## config.mk

```make
export PLATFORM = sky130hd
export DESIGN_NAME = uart_tx_rx_buff2
export DESIGN_NICKNAME = d
export VERILOG_FILES = /design/src/rtl/uart_tx_rx_buff2.sv
export SDC_FILE = /design/constraint.sdc
export NUM_CORES = 1
export LEC_CHECK = 0
export ABC_CLOCK_PERIOD_IN_PS = 4400
export CAP_MARGIN = 20
export CORE_AREA = 2 2 105 107
export DETAILED_ROUTE_END_ITERATION = 10
export DIE_AREA = 0 0 107 109
export PLACE_DENSITY = 0.79
export SYNTH_ARGS = -nofsm -noshare
export SYNTH_HDL_FRONTEND = slang
export SYNTH_SLANG_ARGS = --single-unit
```

## constraint.sdc

```tcl
create_clock -name clk -period 4.4 [get_ports clk]
set_input_delay 0.88 -clock clk [delete_from_list [all_inputs] [get_ports clk]]
set_output_delay 0.88 -clock clk [all_outputs]
set_load 0.01 [all_outputs]
```

## src/rtl/uart_tx_rx_buff2.sv

```systemverilog
// ============================================================================
// uart_tx_rx_buff2 : 8N1 UART store-and-forward echo, 4-byte buffer, macro FRAMING_CHECK_EN
// Revision 1.0
// ============================================================================
`default_nettype none

module uart_tx_rx_buff2 #(
   parameter int CLK_FREQ  = 12000000,
   parameter int BAUD      = 9600,
   parameter int IDLE_BITS = 20
) (
   input  logic        clk,
   input  logic        nrst,
   input  logic        rx,
   output logic        tx,
   output logic        ready,
   output logic [9:0]  data_store,
   output logic [9:0]  bit_count,
   output logic [3:0]  bit_count2,
   output logic [3:0]  byte_count,
   output logic [3:0]  byte_count2,
   output logic        busy,
   output logic        busy2,
   output logic        idle,
   output logic [4:0]  bit_count3,
   output logic [31:0] data_store2,
   output logic        busy1
);

   localparam int                c_DIV       = CLK_FREQ / (BAUD * 16);
   localparam int                c_PW        = (c_DIV > 1) ? $clog2(c_DIV) : 1;
   localparam logic [c_PW-1:0]   c_DIV_LAST  = c_PW'(c_DIV - 1);
   localparam logic [4:0]        c_IDLE_BITS = 5'(IDLE_BITS);

   typedef enum logic [1:0] {R_IDLE, R_START, R_DATA, R_STOP} rx_state_t;
   typedef enum logic [0:0] {T_IDLE, T_FRAME} tx_state_t;

   logic [c_PW-1:0] prescale_q, prescale_d;
   logic            rx_meta_q, rx_meta_d;
   logic            rx_sync_q, rx_sync_d;
   rx_state_t       rx_state_q, rx_state_d;
   logic            busy_q, busy_d;
   logic [9:0]      bit_count_q, bit_count_d;
   logic [7:0]      rx_data_q, rx_data_d;
   logic [9:0]      data_store_q, data_store_d;
   logic [3:0]      idle_tick_q, idle_tick_d;
   logic [4:0]      bit_count3_q, bit_count3_d;
   tx_state_t       tx_state_q, tx_state_d;
   logic            tx_q, tx_d;
   logic            busy2_q, busy2_d;
   logic [3:0]      bit_count2_q, bit_count2_d;
   logic [3:0]      tx_tick_q, tx_tick_d;
   logic [7:0]      tx_byte_q, tx_byte_d;
   logic            busy1_q, busy1_d;
   logic [3:0]      byte_count_q, byte_count_d;
   logic [3:0]      byte_count2_q, byte_count2_d;
   logic [31:0]     data_store2_q, data_store2_d;
   logic            ready_q, ready_d;

   logic            w_tick;
   logic [9:0]      w_cnt_inc;
   logic            w_rx_done;
   logic            w_frame_ok;
   logic            w_tx_done;
   logic            w_flush_trig;
   logic [7:0]      w_cur_byte;

   always_ff @(posedge clk or posedge nrst) begin
      if (nrst) begin
         prescale_q    <= '0;
         rx_meta_q     <= 1'b1;
         rx_sync_q     <= 1'b1;
         rx_state_q    <= R_IDLE;
         busy_q        <= 1'b0;
         bit_count_q   <= '0;
         rx_data_q     <= '0;
         data_store_q  <= '0;
         idle_tick_q   <= '0;
         bit_count3_q  <= '0;
         tx_state_q    <= T_IDLE;
         tx_q          <= 1'b1;
         busy2_q       <= 1'b0;
         bit_count2_q  <= '0;
         tx_tick_q     <= '0;
         tx_byte_q     <= '0;
         busy1_q       <= 1'b0;
         byte_count_q  <= '0;
         byte_count2_q <= '0;
         data_store2_q <= '0;
         ready_q       <= 1'b0;
      end else begin
         prescale_q    <= prescale_d;
         rx_meta_q     <= rx_meta_d;
         rx_sync_q     <= rx_sync_d;
         rx_state_q    <= rx_state_d;
         busy_q        <= busy_d;
         bit_count_q   <= bit_count_d;
         rx_data_q     <= rx_data_d;
         data_store_q  <= data_store_d;
         idle_tick_q   <= idle_tick_d;
         bit_count3_q  <= bit_count3_d;
         tx_state_q    <= tx_state_d;
         tx_q          <= tx_d;
         busy2_q       <= busy2_d;
         bit_count2_q  <= bit_count2_d;
         tx_tick_q     <= tx_tick_d;
         tx_byte_q     <= tx_byte_d;
         busy1_q       <= busy1_d;
         byte_count_q  <= byte_count_d;
         byte_count2_q <= byte_count2_d;
         data_store2_q <= data_store2_d;
         ready_q       <= ready_d;
      end
   end

   assign w_tick = (prescale_q == c_DIV_LAST);

   always_comb begin
      prescale_d = w_tick ? '0 : prescale_q + c_PW'(1);
      rx_meta_d  = rx;
      rx_sync_d  = rx_meta_q;
   end

   // Receiver: start sampled at tick 8, data every 16 ticks after, stop at 152.
   assign w_cnt_inc = bit_count_q + 10'd1;

   always_comb begin
      rx_state_d   = rx_state_q;
      busy_d       = busy_q;
      bit_count_d  = bit_count_q;
      rx_data_d    = rx_data_q;
      data_store_d = data_store_q;
      w_rx_done    = 1'b0;
      case (rx_state_q)
         R_IDLE: begin
            if (w_tick && !rx_sync_q) begin
               rx_state_d  = R_START;
               busy_d      = 1'b1;
               bit_count_d = '0;
            end
         end
         R_START: begin
            if (w_tick) begin
               bit_count_d = w_cnt_inc;
               if (w_cnt_inc == 10'd8) begin
                  if (rx_sync_q) begin
                     rx_state_d = R_IDLE;
                     busy_d     = 1'b0;
                  end else begin
                     rx_state_d = R_DATA;
                  end
               end
            end
         end
         R_DATA: begin
            if (w_tick) begin
               bit_count_d = w_cnt_inc;
               if (w_cnt_inc[3:0] == 4'd8) begin
                  rx_data_d = {rx_sync_q, rx_data_q[7:1]};
                  if (w_cnt_inc == 10'd136) begin
                     rx_state_d = R_STOP;
                  end
               end
            end
         end
         R_STOP: begin
            if (w_tick) begin
               bit_count_d = w_cnt_inc;
               if (w_cnt_inc == 10'd152) begin
                  data_store_d = {rx_sync_q, rx_data_q, 1'b0};
                  rx_state_d   = R_IDLE;
                  busy_d       = 1'b0;
                  w_rx_done    = 1'b1;
               end
            end
         end
         default: begin
            rx_state_d = R_IDLE;
            busy_d     = 1'b0;
         end
      endcase
   end

`ifdef FRAMING_CHECK_EN
   assign w_frame_ok = rx_sync_q;
`else
   assign w_frame_ok = 1'b1;
`endif

   always_comb begin
      idle_tick_d  = idle_tick_q;
      bit_count3_d = bit_count3_q;
      if (busy_q || !rx_sync_q) begin
         idle_tick_d  = '0;
         bit_count3_d = '0;
      end else if (w_tick) begin
         idle_tick_d = idle_tick_q + 4'd1;
         if (idle_tick_q == 4'd15 && bit_count3_q != 5'd31) begin
            bit_count3_d = bit_count3_q + 5'd1;
         end
      end
   end

   assign w_cur_byte = data_store2_q[{byte_count2_q[1:0], 3'b000} +: 8];

   // Frames launch on a tick so every bit spans exactly 16 ticks.
   always_comb begin
      tx_state_d   = tx_state_q;
      tx_d         = tx_q;
      busy2_d      = busy2_q;
      bit_count2_d = bit_count2_q;
      tx_tick_d    = tx_tick_q;
      tx_byte_d    = tx_byte_q;
      w_tx_done    = 1'b0;
      case (tx_state_q)
         T_IDLE: begin
            tx_d    = 1'b1;
            busy2_d = 1'b0;
            if (busy1_q && (byte_count2_q < byte_count_q) && w_tick) begin
               tx_state_d   = T_FRAME;
               tx_d         = 1'b0;
               busy2_d      = 1'b1;
               bit_count2_d = '0;
               tx_tick_d    = '0;
               tx_byte_d    = w_cur_byte;
            end
         end
         T_FRAME: begin
            if (w_tick) begin
               tx_tick_d = tx_tick_q + 4'd1;
               if (tx_tick_q == 4'd15) begin
                  if (bit_count2_q == 4'd9) begin
                     tx_state_d   = T_IDLE;
                     tx_d         = 1'b1;
                     busy2_d      = 1'b0;
                     bit_count2_d = '0;
                     w_tx_done    = 1'b1;
                  end else begin
                     bit_count2_d = bit_count2_q + 4'd1;
                     tx_d         = (bit_count2_q == 4'd8) ? 1'b1 : tx_byte_q[bit_count2_q[2:0]];
                  end
               end
            end
         end
         default: begin
            tx_state_d = T_IDLE;
            tx_d       = 1'b1;
            busy2_d    = 1'b0;
         end
      endcase
   end

   // A flush trigger takes priority over a byte completing on the same clock.
   assign w_flush_trig = !busy1_q && ((byte_count_q == 4'd4) || (idle && byte_count_q != 4'd0));

   always_comb begin
      busy1_d       = busy1_q;
      byte_count_d  = byte_count_q;
      byte_count2_d = byte_count2_q;
      data_store2_d = data_store2_q;
      ready_d       = 1'b0;
      if (busy1_q) begin
         if (w_tx_done) begin
            byte_count2_d = byte_count2_q + 4'd1;
         end
         if (tx_state_q == T_IDLE && byte_count2_q == byte_count_q) begin
            busy1_d       = 1'b0;
            byte_count_d  = '0;
            byte_count2_d = '0;
            data_store2_d = '0;
         end
      end else if (w_flush_trig) begin
         busy1_d       = 1'b1;
         byte_count2_d = '0;
      end else if (w_rx_done && w_frame_ok && byte_count_q < 4'd4) begin
         data_store2_d[{byte_count_q[1:0], 3'b000} +: 8] = rx_data_q;
         byte_count_d = byte_count_q + 4'd1;
         ready_d      = 1'b1;
      end
   end

   assign tx          = tx_q;
   assign ready       = ready_q;
   assign data_store  = data_store_q;
   assign bit_count   = bit_count_q;
   assign bit_count2  = bit_count2_q;
   assign byte_count  = byte_count_q;
   assign byte_count2 = byte_count2_q;
   assign busy        = busy_q;
   assign busy2       = busy2_q;
   assign idle        = (bit_count3_q >= c_IDLE_BITS);
   assign bit_count3  = bit_count3_q;
   assign data_store2 = data_store2_q;
   assign busy1       = busy1_q;

endmodule

`default_nettype wire

```

After elaboration in Yosys (flattened, before gate mapping):

Index checks and enable logic that the tools add are counted.

* flip-flop bits (word level): 109
* latch bits: 0
* RAM bits: 0
* memory bits (read-only): 0
* memories kept: 0

* add/subtract/negate cells: 9
* multipliers: 0
* div/mod/pow operators: 0
* $lt $le $gt $ge: 4
* eq/ne operators: 32
* shift-type cells: 3
* mux-type cells: 76
* bitwise operators: 1
* reductions and logical operators: 33

Operators with widths (number)
* two-way mux 32 bit: 4
* two-way mux 4 bit: 15
* bitwise mux 32 bit: 1
* two-way mux 1 bit: 32
* variable shift 8 x 7 -> 32 bit, first input constant: 1
* indexed part select 32 x 6 -> 8 bit: 1
* indexed part select 8 x 7 -> 32 bit: 1
* != test 2 bit, second input constant: 11
* adder 4 x 1 -> 4 bit, second input constant: 5
* equality test 10 x 8 -> 1 bit, second input constant: 2
* equality test 4 bit, second input constant: 5
* two-way mux 10 bit: 2
* case mux 10 bit (2 select lines): 1
* two-way mux 2 bit: 9
* case mux 4 bit (2 select lines): 2
* two-way mux 5 bit: 3
* AND reduction 3 bit: 5
* AND reduction 2 bit: 6
* adder 10 x 1 -> 10 bit, second input constant: 1
* equality test 10 x 4 -> 1 bit, second input constant: 1
* != test 2 x 1 -> 1 bit, second input constant: 5
* logical AND 1 bit: 8
* case mux 2 bit (4 select lines): 1
* AND reduction 8 bit: 1
* 27 further kinds: 35

Longest topological paths before layout:

Gate-level depths: netlist (run 1).

* depth after elaboration: 9
* mapped depth: 10
* mapped depth without buffers: 8

Worst setup path after synthesis (run 1):

Ideal clock, no wire load.

* path kind: flip-flop to flip-flop
* start point: reg bit_count_q[0], in the netlist bit_count[0]
* end point: reg data_store_q[2], in the netlist data_store[2]
* data arrival time: 2.696 ns
* slack: 1.576 ns
* cell stages (with the launch flop): 9
* buffers on the path: 2
* cells stage by stage: dfrtp_1 -> ha_1 -> clkbuf_1 -> xnor2_1 -> and4_1 -> o22ai_1 -> nor4_4 -> buf_6 -> mux2_1

* longest elaborated chain between the ends: 3

RTL lines
* start, declared: RTL line 43 `logic [9:0] bit_count_q, bit_count_d;`
* start signal, assigned: RTL line 97 `bit_count_q <= bit_count_d;`
* adder 10 x 1 -> 10 bit: RTL line 125 `assign w_cnt_inc = bit_count_q + 10'd1;`
* equality test 10 x 8 -> 1 bit: RTL line 169 `if (w_cnt_inc == 10'd152) begin`
* AND reduction 3 bit (no line)
* end signal, assigned: RTL line 99 `data_store_q <= data_store_d;`
* end, declared: RTL line 45 `logic [9:0] data_store_q, data_store_d;`

Every way passes these cells.
A chain may end at the register's enable or synchronous reset.

Final worst setup path (run 1):

* start point: reg bit_count_q[1], in the netlist bit_count[1]
* end point: reg data_store_q[7], in the netlist data_store[7]

Same word-level chain as after synthesis.

==> results.yml, run 1 <==
logic_synthesis:
  synth_cell_types: 69
  postSynthAreaPerCell_um2: 10.7
  synth_top_area_cell: "dfrtp_1"
  async_flop_share: 1.00
  ys_seq_area_frac: 0.481
  yosysWarnings: 0
  syn-cell-area_um2: 5670
  ys.flop_type: "dfrtp_1"
  synth_area_leaders: "dfrtp_1, nand2_1, mux2i_1"
  synth_top_area_frac: 0.468
  ys_seq_elements: 109
  synth-edff-count: 0
  synthCells: 530
  syn-num-nets: 552
detailed_routing:
  first_pass_iters: 5
  ant_nets: 0
  via_per_inst: 5.83
  routed_wl_mm: 13.1
  drt-initial-drc-count: 343
  drc: 0
  post_drt_wl_per_cell_um: 17.6
  routed-via-count: 4339
critical_path:
  cp-end-kind: "flip-flop"
  start_kind: "flip-flop"
  max_stage_delay_ps: 730
  path_cells: "ha_1, nand3_1, a21oi_1, o22ai_1, nor4_4, buf_4, mux2_2"
  crit_type: "flip-flop to flip-flop"
  worstPathRequired_ps: 4670
  cp_top_family: "simple AND/OR/NAND/NOR gates"
  worstPathMaxFanout: 13
  cpMaxStageDelayCell: "nor4_4"
  crit_buf_inv: 1
  cp_data_arrival_time_ps: 3330
floorplanning:
  io_pins: 78
  die_y_um: 109
  die_area_um2: 11700
  initial_core_util: 0.535
  fp.coreArea_um2: 10600
  rows: 38
  die_x_um: 107
cells_and_area:
  multiInputGateArea_um2: 2750
  n_antenna_cell: 0
  areaGrowthSynthToFinish_pct: 18.6
  final_nets: 621
  seqCellArea_um2: 2730
  drive_gt1_frac: 0.126
  final_area_um2: 6730
  final_util: 0.634
  fill_cells: 854
placement:
  gp_congestion: 0.855
  placed_area_um2: 6530
  dpl.hpwl_mm: 9.24
  dp_slack_ps: 1410
  portBuffers: 76
clock_network:
  cts_resized: 0
  post_cts_buffers: 0
  clk_pin_slew_ps: 90
  clock_latency_ps: 380
  clkSinkCount: 109
  cts-htree-levels: 3
  cts_root_buf: "clkbuf_8"
  cts.hold.buffers_added: 0
  tritoncts.num_buffers: 9
  clock_path_buffers: 2
  cts_tree: "done"
timing:
  hold_viol: 0
  post-route-period-util: 0.695
  tightest_slew_ps: 946
  setup_ws_ps: 1340
  fin_worst_skew_ps: 13.9
  setup_viol: 0
  setup_tns_ps: 0
  maxSlewHeadroom: 0.369
  rsz0062_at_grt: "false"
  min_period_ps: 3060
  fmax_mhz: 327
  drv_slew: 0
power:
  cellInternalPower_uw: 1290
  powerDensity_nw_per_um2: 244
  power_frac_comb: 0.015
  switching_power_uw: 358
  seqPwrFrac: 0.611
  peakVddDrop_uv: 211
  p_leak_uw: 0.00299
  clockPowerShare: 0.374
  swShare: 0.218
global_route:
  grt_pass1_wl_mm: 21.9
  met3_usage: 0.0448
  grt.overflow.total: 0
  top_usage_layer: "met2"
  grt.total_usage: 0.241
  gr-usage-met1: 0.328
  grt_use_met2: 0.386
  grt_pass1_vias: 4292
  grt_max_degree: 79
  antenna_found_initial: 0
job:
  maxCapViolations: 0
hold_path:
  hp-class: "flip-flop to flip-flop"
outcome:
  status: "finished, final reports clean"
## cell families after synthesis
| logic type | share of synthesized area |
|---|---|
| and+or+nand+nor | 0.181 |
| DFF | 0.481 |
| AOI/OAI and AO/OA | 0.0975 |
| muxes | 0.135 |
| buffers and inverters | 0.0351 |
| adders and majority gates | 0.0419 |
| xor gates and xnor gates | 0.0278 |
| other | 0.000661 |
## power groups by stage
stage / registers (µW) / clock network, µW / logic (µW)
after floorplan: 1020 / 0 / 17.6
after global placement: 1020 / 0 / 25.0
after detailed placement: 1020 / 0 / 25.7
after CTS: 1000 / 629 / 25.8
after global routing: 1000 / 669 / 28.7
final: 1000 / 615 / 23.9
## per-stage QoR
stage          std cells  hold WS [ps]  power, µW
2_1_floorplan        530           345       1040
3_3_place_gp         727           346       1050
3_5_place_dp         728           347       1050
4_1_cts              744           361       1660
5_1_grt              744           364       1700
6_report             744           361       1640
## sequential cells by signal, indices dropped and copies added (netlist names), 4 cells and up, named ones only
| signal | flops |
|---|---|
| tx_byte_q | 8 |
| bit_count3 | 5 |
| prescale_q | 7 |
| tx_tick_q | 4 |
| byte_count | 4 |
| idle_tick_q | 4 |
| data_store2 | 32 |
| rx_data_q | 8 |
| byte_count2 | 4 |
| bit_count2 | 4 |
| data_store | 9 |
| bit_count | 10 |
## layout make-up
type	instances	share of cell area
Multi-Input combinational cell	378	0.409
Sequential cell	109	0.406
Timing Repair Buffer	82	0.119
Tap cell	140	0.0260
Clock buffer	13	0.0221
Inverter	19	0.0110
Clock inverter	3	0.00670
## worst reg2reg max path: cells and delay by family, from the launching register on
| kind | cells | cell delay, ps |
|---|---|---|
| AO/OA/AOI/OAI | 2 | 430 |
| adder cells (fa/ha/maj) | 1 | 410 |
| buffers and inverters | 1 | 350 |
| flip-flops | 1 | 530 |
| multiplexers | 1 | 360 |
| AND/OR/NAND/NOR | 2 | 870 |
## layer usage
metal  routed length [µm]  vias to the layer above  share of wire
li1                     -                     2019              -
met1                 5730                     2170           0.44
met2                 6500                      123           0.50
met3                  601                       27          0.046
met4                  260                        0          0.020
met5                    0                        -              0
## worst paths after layout
path	endpoint	startpoint	slack (ps)	depth (start not counted)
max	data_store[7]	bit_count[1]	1340	7
max reg2reg	data_store[7]	bit_count[1]	1340	7
min	rx_sync_q	rx_meta_q	360	0
min reg2reg	rx_sync_q	rx_meta_q	360	0
min in group asynchronous	bit_count3[3]	nrst	1060	2
max in group asynchronous	data_store[2]	nrst	2350	3
## Yosys cell counts, drive strengths merged (8+ instances only)
library cell  instances
mux4                  9
nand3                26
nand2                74
mux2i                27
a22o                 12
inv                  19
nor2                 39
dfrtp               106
xnor2                 8
o21ai                26
clkbuf               11
ha                   19
xor2                 10
a21oi                18
mux2                 26
buf                  13
nand4                10
## cell usage in the layout (no fill, tap or decap), types with 3 or more instances in the layout
cell type / instances
mux2i_1: 27
o21ai_0: 25
inv_1: 18
xnor2_1: 8
a21oi_1: 16
clkbuf_8: 10
dfstp_2: 3
clkbuf_1: 3
dfrtp_1: 106
nand3_1: 21
mux2_2: 22
xor2_1: 10
nand3_4: 3
nor2_1: 39
clkdlybuf4s50_1: 76
or3_1: 4
o21a_1: 3
a22o_1: 12
nand2_1: 74
mux4_2: 9
o21bai_1: 3
mux2_1: 4
and3_1: 5
nand2b_1: 3
buf_4: 5
ha_1: 19
nor2b_1: 4
nor3_1: 4
a211oi_1: 3
nand4_1: 9
nand3b_1: 3
Power figures use the tool's default switching activity.
==> inputs of run 2 (changes only) <==
ABC_CLOCK_PERIOD_IN_PS = 2700   (was 4400)
CORE_AREA = 2 2 110 112   (was 2 2 105 107)
DIE_AREA = 0 0 112 114   (was 0 0 107 109)
PLACE_DENSITY = 0.76   (was 0.79)
clock period = 2.7 ns   (was 4.4 ns; I/O delays follow)
==> results.yml, run 2 (synthesized netlist as in run 1, its figures left out) <==
outcome:
  status: "finished, final reports clean"
timing:
  maxSlewHeadroom: 0.446
  min_period_ps: 2490
  fin_worst_skew_ps: 10.6
  drv_slew: 0
  post-route-period-util: 0.922
  fmax_mhz: 402
  whs_ps: 357
  setup_tns_ps: 0
  setup_viol: 0
  rsz0062_at_grt: "false"
  tightest_slew_ps: 829
  hold_viol: 0
cells_and_area:
  final_nets: 627
  largest_reg_flops: 32
  fill_cells: 990
  final_util: 0.591
  drive_gt1_frac: 0.141
  multiInputGateArea_um2: 2760
  areaGrowthSynthToFinish_pct: 22.0
  n_antenna_cell: 0
  final_common_cell: "dfrtp_1"
  seqCellArea_um2: 2730
  layout_common_cells: "dfrtp_1, clkdlybuf4s50_1, nand2_1"
critical_path:
  worstPathRequired_ps: 2940
  worstPathMaxFanout: 19
  cp_data_arrival_time_ps: 2730
  rrSetupSlack_ps: 210
  r2r_start: "bit_count[0]"
  crit_type: "flip-flop to flip-flop"
  ff2ff_path_depth: 8
  cp-end-kind: "flip-flop"
  r2r_end: "data_store2[0]"
  start_kind: "flip-flop"
detailed_routing:
  ant_nets: 0
  post_drt_wl_per_cell_um: 17.5
  via_per_inst: 5.78
  drt-initial-drc-count: 232
  routed_wl_mm: 13.2
  routed-via-count: 4373
  first_pass_iters: 4
  drc: 0
job:
  maxCapViolations: 0
hold_path:
  hold_end: "rx_sync_q"
  min_path_cells: 0
  hp-class: "flip-flop to flip-flop"
  hp-start: "rx_meta_q"
clock_network:
  clkSinkCount: 109
  cts-htree-levels: 3
  clock_latency_ps: 350
  tritoncts.num_buffers: 9
  cts_tree: "done"
  clock_path_buffers: 2
  cts_root_buf: "clkbuf_16"
  cts.hold.buffers_added: 0
  clk_pin_slew_ps: 70
global_route:
  antenna_found_initial: 0
  grt.overflow.total: 0
  grt_pass1_vias: 4363
  grt.total_usage: 0.217
  grt_max_degree: 48
  grt_pass1_wl_mm: 22.1
floorplanning:
  fp.coreArea_um2: 11700
  die_y_um: 114
  die_area_um2: 12800
  rows: 40
  initial_core_util: 0.484
  io_pins: 78
  die_x_um: 112
power:
  p_leak_uw: 0.00307
  peakVddDrop_uv: 327
  powerDensity_nw_per_um2: 423
  power.total_uw: 2930
placement:
  gp_congestion: 0.879
  portBuffers: 76
  dpl.hpwl_mm: 9.49
## run 2: cell count changes in the layout (fill, tap and decap cells not counted), moves of 2 or more
| cell | before | now |
|---|---|---|
| buf_12 | 0 | 3 |
| buf_4 | 5 | 9 |
| clkbuf_16 | 0 | 9 |
| clkbuf_8 | 10 | 1 |
| clkinvlp_4 | 2 | 4 |
| dfrtp_1 | 106 | 104 |
| dfrtp_2 | 0 | 2 |
## run 2: worst max-delay path by stage
stage	start	slack, ps	endpoint
after floorplan	bit_count[4]	10	data_store[2]
after global placement	bit_count[0]	330	busy
after detailed placement	bit_count[1]	260	data_store2[0]
after CTS	bit_count[0]	210	data_store2[0]
after global routing	bit_count[0]	60	data_store2[0]
final	bit_count[0]	210	data_store2[0]
## run 2: power by group
part | internal, µW | total (µW) | switching, µW
sequential | 1630 | 1640 | 1.99
clock | 655 | 1240 | 588
combinational | 9.68 | 45.8 | 36.1
## run 2: final cells by class
cell class | count | share of cell area
Inverter | 19 | 0.0108
Timing Repair Buffer | 88 | 0.128
Clock inverter | 4 | 0.00452
Tap cell | 147 | 0.0266
Sequential cell | 109 | 0.395
Multi-Input combinational cell | 378 | 0.399
Clock buffer | 12 | 0.0356
## run 2: critical path, stage by stage (launching register included)
cell	delay, ps
dfrtp_2	460
ha_1	360
nand3_1	200
xnor2_1	290
nand4_1	200
nor4_4	240
buf_12	220
a31oi_4	150
a22o_1	260
## run 2: stage by stage
| stage | setup slack, ps | area (µm²) | cells |
|---|---|---|---|
| 2_1_floorplan | 9.69 | 5700 | 530 |
| 4_1_cts | 210 | 6920 | 757 |
| 5_1_grt | 57.8 | 6920 | 757 |
| 3_3_place_gp | 329 | 6640 | 741 |
| 3_5_place_dp | 257 | 6640 | 741 |
| 6_report | 209 | 6920 | 757 |
## run 2: timing repair
item / CTS / global route
setup buffers: 0 / 0
endpoints found under the hold margin: 0 / 0
endpoints found under the setup margin: 0 / 1
resized for setup: 0 / 1
## run 2: layer usage
metal / share of wire / global-route usage / vias to the layer above
met4: 0.020 / 0.0772 / 0
met2: 0.50 / 0.360 / 103
met3: 0.040 / 0.0377 / 21
li1: - / - / 2044
met1: 0.44 / 0.290 / 2205
met5: 0 / 0 / -
